**src/rtl/cdb_arbiter_pkg.sv**
```systemverilog
// Shared constants for the common data bus arbiter: ROB index width,
// producer source ids and the round-robin pointer advance helper.
package cdb_arbiter_pkg;

    // Width of a reorder-buffer index carried on the CDB.
    localparam int ROB_WIDTH_BIT = 5;

    // Width of a broadcast result value.
    localparam int CDB_DATA_W = 32;

    // Producer ids; the arbiter input slot number equals the source id.
    typedef enum logic [1:0] {
        CDB_SRC_ALU = 2'd0,
        CDB_SRC_LSB = 2'd1,
        CDB_SRC_BR  = 2'd2
    } cdbSrcE;

    // Index width needed to name one of n producers (at least one bit).
    function automatic int idxWidth(input int n);
        return (n > 1) ? $clog2(n) : 1;
    endfunction

endpackage

```
**src/rtl/cdb_arbiter_rr_select.sv**
```systemverilog
// Combinational round-robin picker: starting at the pointer and wrapping,
// returns the first occupied slot as a one-hot grant plus its index.
module rr_select
    import cdb_arbiter_pkg::*;
#(
    parameter int NREQ = 3,
    parameter int IDXW = idxWidth(NREQ)
) (
    input  logic [NREQ-1:0] occ,
    input  logic [IDXW-1:0] ptr,
    output logic [NREQ-1:0] grant,
    output logic [IDXW-1:0] grantIdx,
    output logic            anyGrant
);

    logic [IDXW-1:0] w_cand;

    // Walk the slots from ptr upward with wrap; first occupied slot wins.
    always_comb begin
        grant    = '0;
        grantIdx = '0;
        anyGrant = 1'b0;
        w_cand   = ptr;
        for (int k = 0; k < NREQ; k++) begin
            if (!anyGrant && occ[w_cand]) begin
                anyGrant      = 1'b1;
                grant[w_cand] = 1'b1;
                grantIdx      = w_cand;
            end
            w_cand = (w_cand == IDXW'(NREQ - 1)) ? '0 : w_cand + 1'b1;
        end
    end

endmodule

```
**src/rtl/cdb_arbiter.sv**
```systemverilog
// Common data bus arbiter: one single-entry buffer per result producer,
// round-robin selection of one buffered result per active cycle, and a
// registered broadcast of the winner. Supports pause, flush and reset.
module cdb_arbiter
    import cdb_arbiter_pkg::*;
#(
    parameter int NREQ         = 3,
    parameter int ROB_SIZE_BIT = ROB_WIDTH_BIT
) (
    input  logic                         clk_in,
    input  logic                         rst_in,
    input  logic                         rdy_in,
    input  logic                         clear,
    input  logic [NREQ-1:0]              req_valid,
    output logic [NREQ-1:0]              req_ready,
    input  logic [NREQ*ROB_SIZE_BIT-1:0] req_rob_id,
    input  logic [NREQ*32-1:0]           req_val,
    output logic                         cdb_valid,
    output logic [ROB_SIZE_BIT-1:0]      cdb_rob_id,
    output logic [31:0]                  cdb_val,
    output logic [1:0]                   cdb_src
);

    localparam int IDXW = idxWidth(NREQ);

    logic [NREQ-1:0]         r_bufValid;
    logic [ROB_SIZE_BIT-1:0] r_bufRob [NREQ];
    logic [31:0]             r_bufVal [NREQ];
    logic [IDXW-1:0]         r_rrPtr;

    logic [NREQ-1:0]         w_rawGrant;
    logic [NREQ-1:0]         w_grant;
    logic [NREQ-1:0]         w_accept;
    logic [IDXW-1:0]         w_grantIdx;
    logic [IDXW-1:0]         w_nextPtr;
    logic                    w_rawAny;
    logic                    w_anyGrant;
    logic                    w_active;

    rr_select #(
        .NREQ (NREQ),
        .IDXW (IDXW)
    ) u_rrSelect (
        .occ      (r_bufValid),
        .ptr      (r_rrPtr),
        .grant    (w_rawGrant),
        .grantIdx (w_grantIdx),
        .anyGrant (w_rawAny)
    );

    // A cycle only moves data when out of reset, not paused and not flushing;
    // a granted buffer frees up in the same cycle so it can be refilled at once.
    assign w_active   = rst_in & rdy_in & ~clear;
    assign w_grant    = w_rawGrant & {NREQ{w_active}};
    assign w_anyGrant = w_rawAny & w_active;
    assign req_ready  = {NREQ{w_active}} & (~r_bufValid | w_grant);
    assign w_accept   = req_valid & req_ready;
    assign w_nextPtr  = (w_grantIdx == IDXW'(NREQ - 1)) ? '0 : w_grantIdx + 1'b1;

    // Per-producer buffers: load on accept (wins over a same-cycle grant), empty on grant or flush.
    always_ff @(posedge clk_in) begin
        if (!rst_in) begin
            r_bufValid <= '0;
            for (int i = 0; i < NREQ; i++) begin
                r_bufRob[i] <= '0;
                r_bufVal[i] <= '0;
            end
        end else if (rdy_in) begin
            if (clear) begin
                r_bufValid <= '0;
            end else begin
                for (int i = 0; i < NREQ; i++) begin
                    if (w_accept[i]) begin
                        r_bufValid[i] <= 1'b1;
                        r_bufRob[i]   <= req_rob_id[i*ROB_SIZE_BIT +: ROB_SIZE_BIT];
                        r_bufVal[i]   <= req_val[i*32 +: 32];
                    end else if (w_grant[i]) begin
                        r_bufValid[i] <= 1'b0;
                    end
                end
            end
        end
    end

    // Broadcast register and round-robin pointer; payload holds when nothing is granted.
    always_ff @(posedge clk_in) begin
        if (!rst_in) begin
            r_rrPtr    <= '0;
            cdb_valid  <= 1'b0;
            cdb_rob_id <= '0;
            cdb_val    <= '0;
            cdb_src    <= '0;
        end else if (rdy_in) begin
            if (clear) begin
                r_rrPtr   <= '0;
                cdb_valid <= 1'b0;
            end else if (w_anyGrant) begin
                r_rrPtr    <= w_nextPtr;
                cdb_valid  <= 1'b1;
                cdb_rob_id <= r_bufRob[w_grantIdx];
                cdb_val    <= r_bufVal[w_grantIdx];
                cdb_src    <= 2'(w_grantIdx);
            end else begin
                cdb_valid <= 1'b0;
            end
        end
    end

endmodule

```
**config.mk**
```make
export PLATFORM = sky130hd
export DESIGN_NAME = cdb_arbiter
export DESIGN_NICKNAME = d
export VERILOG_FILES = /design/src/rtl/cdb_arbiter_pkg.sv /design/src/rtl/cdb_arbiter_rr_select.sv /design/src/rtl/cdb_arbiter.sv
export SDC_FILE = /design/constraint.sdc
export NUM_CORES = 1
export LEC_CHECK = 0
export ABC_CLOCK_PERIOD_IN_PS = 7100
export CORE_ASPECT_RATIO = 0.5
export CORE_MARGIN = 2
export CORE_UTILIZATION = 52
export DETAILED_ROUTE_END_ITERATION = 6
export PLACE_DENSITY = 0.91
export SYNTH_ARGS = -nofsm -noshare
export SYNTH_HDL_FRONTEND = slang
export SYNTH_SLANG_ARGS = --single-unit
```
**constraint.sdc**
```tcl
create_clock -name clk_in -period 7.1 [get_ports clk_in]
set_clock_uncertainty 0.2 [all_clocks]
set_input_delay 2.13 -clock clk_in [delete_from_list [all_inputs] [get_ports clk_in]]
set_output_delay 2.13 -clock clk_in [all_outputs]
set_load 0.005 [all_outputs]
```
# Yosys cells after proc, flatten, opt, wreduce, memory -nomap -nowiden
# Memories as Yosys holds them, arrays and structs flattened. A register that Yosys moved wholly into a read port is not among the register bits.
# Cells that the tools add are included.
# Widths: inputs -> output; s select.
# op_classes
reduce_logical,18
bitwise_logic,17
n_mux,57
add_sub_neg,3
n_eq_ne,3
n_lt_le_gt_ge,6
# ops
operator,n
$mux 32,3
$mux 1,33
$mux 2,8
$mux 5,3
$mux 3,4
$and 3x3->3,3
$lt 2x3->1 const B,3
$or 3x3->3,3
$reduce_bool 3->1,3
$reduce_and 2->1,4
$add 2x1->2 const B,3
$bmux 1 s2,3
$demux 1 s2,3
$eq 2x2->1 const B,3
$ge 2x1->1 const B,3
$or 1x1->1,6
$logic_and 1x1->1,5
$logic_not 1->1,4
$and 1x1->1,3
$not 3->3,1
$reduce_and 3->1,1
$reduce_bool 2->1,1
$not 1->1,1
# totals
in_bits,118
ramBits,111
wordCells,112
regBits,8
mem_count,2
# memory_table
memory,words,width,read_ports,rd_clocked_by_memory_dff,wr,line_no,text
r_bufVal,3,32,1,1,3,cdb_arbiter.sv:28,logic [31:0] r_bufVal [NREQ];
r_bufRob,3,5,1,1,3,cdb_arbiter.sv:27,logic [ROB_SIZE_BIT-1:0] r_bufRob [NREQ];

# Depth between registers and ports, before layout
# depth
word_depth,20
mapped_depth,8
mapped_depth_nobuf,5

# By module
# A second synthesis with hierarchy kept.
# hier_totals
cells_unflattened,672
area_unflattened_um2,6687.7
# modules_own_cells
module,n_inst,area_each_um2,cells_each
cdb_arbiter,1,6600.1,658
rr_select,1,87.6,14

# Least setup slack after synthesis
# OpenSTA, ideal clock, no wires.
# synth_path
path_kind,input-to-output
start,input port clear
end,output port req_ready[1]
path_stages,3
path_slack_ps,2076
n_path_buf,1
arrival_time_ps,2694
path_cell_list,and3b_1 > clkbuf_1 > and2_1
# synth_between
elab_chain_len,5
# synth_lines
element,line_no,text
from (decl),cdb_arbiter.sv:13,"input logic clear,"
$not 1->1 (no line) (*),n/a,
$and 1x1->1 (*),cdb_arbiter.sv:53,assign w_active = rst_in & rdy_in & ~clear;
$and 3x3->3,cdb_arbiter.sv:54,assign w_grant = w_rawGrant & {NREQ{w_active}};
$or 3x3->3,cdb_arbiter.sv:56,assign req_ready = {NREQ{w_active}} & (~r_bufValid | w_grant);
$and 3x3->3 (*),cdb_arbiter.sv:56,
to (decl),cdb_arbiter.sv:15,"output logic [NREQ-1:0] req_ready,"
# Mark *: on every way between the ends. The rest lies on a longest branch, timed or not.

# Final worst setup path
# layout_path
start,input port rdy_in
end,output port req_ready[1]
# layout_between
elab_chain_len,5
# layout_lines
element,line_no,text
from (decl),cdb_arbiter.sv:12,"input logic rdy_in,"
$and 1x1->1 (*) (2 in a row),cdb_arbiter.sv:53,
$and 3x3->3,cdb_arbiter.sv:54,
$or 3x3->3,cdb_arbiter.sv:56,
$and 3x3->3 (*),cdb_arbiter.sv:56,
# Marks and branches as above.

==> impl_results.md <==
* Pwr dens at 250 mW/mm^2
* Cts hold-fix bufs at 0
* Slew Limit Fails at 0
* Share of layout cells above drive strength 1 at 0.0715
* Clock-pin slew on the worst setup and hold paths at 0.06 ns
* Peak VDD IR at 0.143 mV
* Fmax at 0.165 GHz
* Unique cell type count in the Yosys netlist at 31
* FP Rows at 28
* Initial antenna violation count at 1
* Vias in the first global route at about 4400
* DRT Wirelength at 14700 um
* Overall Power at about 2.1 mW
* I/O Buffers at 160
* Fin crit share at 0.853
* First-pass GRT wire length at 22500 um
* Post-CTS Setup Repair Bufs at 0
* Crit-path max FO at 9
* Ys flop type: edfxtp_1
* Nets at 734
* GRT overflow at 0
* P_int at 1.67 mW
* Hold WS at 0.266 ns
* Setup violations, final at 0
* DR iter-0 viols at roughly 570
* Die height at about 81 um
* Buffer depth of the longest clock path at 2
* Number of synthesized flops with an enable pin at 111
* DP HPWL at ~9000 um
* Leakage at between 3 and 4 nW
* Largest net degree at the start of global routing at roughly 110
* Sequential fraction of the synthesis area at 0.685
* Yosys reg bits at 156
* Worst Path Required at 4.77 ns
* Final min period at 6.06 ns
* Critical Setup Path Class: input pin to output pin
* TritonCTS clock tree: done
* Layout fillers at about 800
* Status: finished clean
* Top cell type's share of synthesized area at 0.539
* Critical path data arrival time at 3.73 ns
* Clk root buf: clkbuf_16
* Combinational share of power at 0.081
* Total die area at approximately 0.013 mm^2
* Layout Cells excl Fill at 795
* Die X at 158 um
* Sequential power share at 0.488
* Mapped Cells at 471
* Post-cts repair resize count at 0
* DR vias/cell at 5.52
* TNS Setup at 0 ns
* Most frequent cells in the layout: clkdlybuf4s50_1, nor2b_1, edfxtp_1, dfxtp_1, o21ai_0
* GPL Wtd Cong at 0.856
* H-tree depth at 4
* Io pins at around 160
* Total CTS buffers at 17
* Sw frac at 0.211
* Net load switching power at 0.447 mW
* Unrepaired setup endpoints after global routing: false
* Post-DR wirelength/cell at ~18 um
* Worst skew pair latency at approximately 0.40 ns
* CP startpoint kind: input pin
* Clock group share of total power at 0.431
* Total Routing Usage GR at 0.235
* CTS Sinks at 156
* Via count at approximately 4400
* Ys async rst share at 0
* Yosys warnings at 0
* Final hold viol count at 0
* Inst Count DP at around 760
* Mapped Avg Cell Area at 13.1 um^2
* Top cell type by total area after synthesis: edfxtp_1
* Mapped Area at between 0.006 and 0.007 mm^2
* Layout area overhead at 37.1%
* Syn_nets at about 590
* CORE AREA at 0.0117 mm^2
* Worst hold path stage count at 2
* Routed Antenna Nets at 0
* FF-to-FF path depth at 6
* Final Worst Setup Slack at about 1.0 ns
* DP Worst Slack at roughly 1.1 ns
* Synth top area cells: edfxtp_1, dfxtp_1, nor2b_1
* Residual DRC count at 0
* Max-Cap Viols at 0
* Starting Density at 0.529
* CP endpoint kind: output pin
* Slew HR at 0.267
* DRT Pass-1 Iters at 5
* Slew @ Worst Pin at 1.10 ns
* Commonest non-fill, non-tap cell in the layout: clkdlybuf4s50_1
* Hold Path Class: register to register
[final timing paths]
path | slack, ns | to | startpoint
setup / recovery | 1.04 | req_ready[1] | rdy_in
hold / removal | 0.27 | cdb_src[1]$_SDFFE_PN0P_ | cdb_src[1]$_SDFFE_PN0P_
setup reg to reg | 4.20 | r_bufVal[1][22]$_SDFFCE_PN0P_ | r_rrPtr[0]$_SDFFE_PN0P_
hold reg to reg | 0.27 | cdb_src[1]$_SDFFE_PN0P_ | cdb_src[1]$_SDFFE_PN0P_
[cells by family (layout without fill, tap and decap cells)]
group	after synthesis	count (layout)	synth area share
and+or+nand+nor	141	141	0.139
DFF	156	156	0.685
other	0	1	0
muxes	1	1	0.00162
buffers and inverters	40	198	0.0279
xor gates and xnor gates	1	1	0.00142
AOI/OAI and AO/OA	132	132	0.146
[Yosys cell counts, types with 3 or more instances]
| cell | n |
|---|---|
| nor2b_1 | 116 |
| buf_2 | 17 |
| o21ai_0 | 43 |
| a22oi_1 | 3 |
| dfxtp_1 | 45 |
| and3_1 | 3 |
| nor2_1 | 3 |
| clkbuf_1 | 20 |
| edfxtp_1 | 111 |
| and2_1 | 3 |
| a21oi_1 | 39 |
| nand2b_1 | 3 |
| nand2_1 | 9 |
| a222oi_1 | 37 |
| a32o_1 | 3 |
[per-stage QoR]
| stage | cell area [um^2] | util |
|---|---|---|
| 6_report | 8480 | 0.725 |
| 5_1_grt | 8480 | 0.725 |
| 2_1_floorplan | 6180 | - |
| 3_5_place_dp | 7880 | 0.674 |
| 4_1_cts | 8480 | 0.725 |
| 3_3_place_gp | 7880 | 0.674 |
[power groups by stage]
stage	sequential, mW	clock, mW	combinational, mW
floorplan	1.05	0	0.0736
global placement	1.05	0	0.168
detailed placement	1.05	0	0.171
CTS	1.03	0.923	0.173
global route	1.04	0.957	0.186
finish	1.03	0.914	0.171
[metal layers]
metal | share of wire | GRT usage
met1 | 0.40 | 0.287
met2 | 0.52 | 0.420
met3 | 0.060 | 0.0374
met4 | 0.023 | 0.105
met5 | 0 | 0
[sequential cells by signal, summed over array words and instances, names as in the netlist]
| signal | flops |
|---|---|
| cdb_valid | 1 |
| r_bufVal | 96 |
| cdb_rob_id | 5 |
| r_bufRob | 15 |
| cdb_val | 32 |
| r_bufValid | 3 |
| r_rrPtr | 2 |
| cdb_src | 2 |
[layout make-up]
class                           instances  area [um^2]  area share
Sequential cell                       156         4230       0.499
Multi-Input combinational cell        275         1800       0.213
Timing Repair Buffer                  165         1630       0.193
Clock buffer                           18          429      0.0506
Tap cell                              165          206      0.0243
Clock inverter                         14          169      0.0199
Inverter                                1         3.75    0.000443
Antenna cell                            1         2.50    0.000295
[worst max-delay path, cell delays in order]
cell and delay (ns):
clkdlybuf4s50_1 0.58, and3b_1 0.34, and2_1 0.18, clkdlybuf4s50_1 0.50
Note: power is estimated with default switching activity, not from simulation.
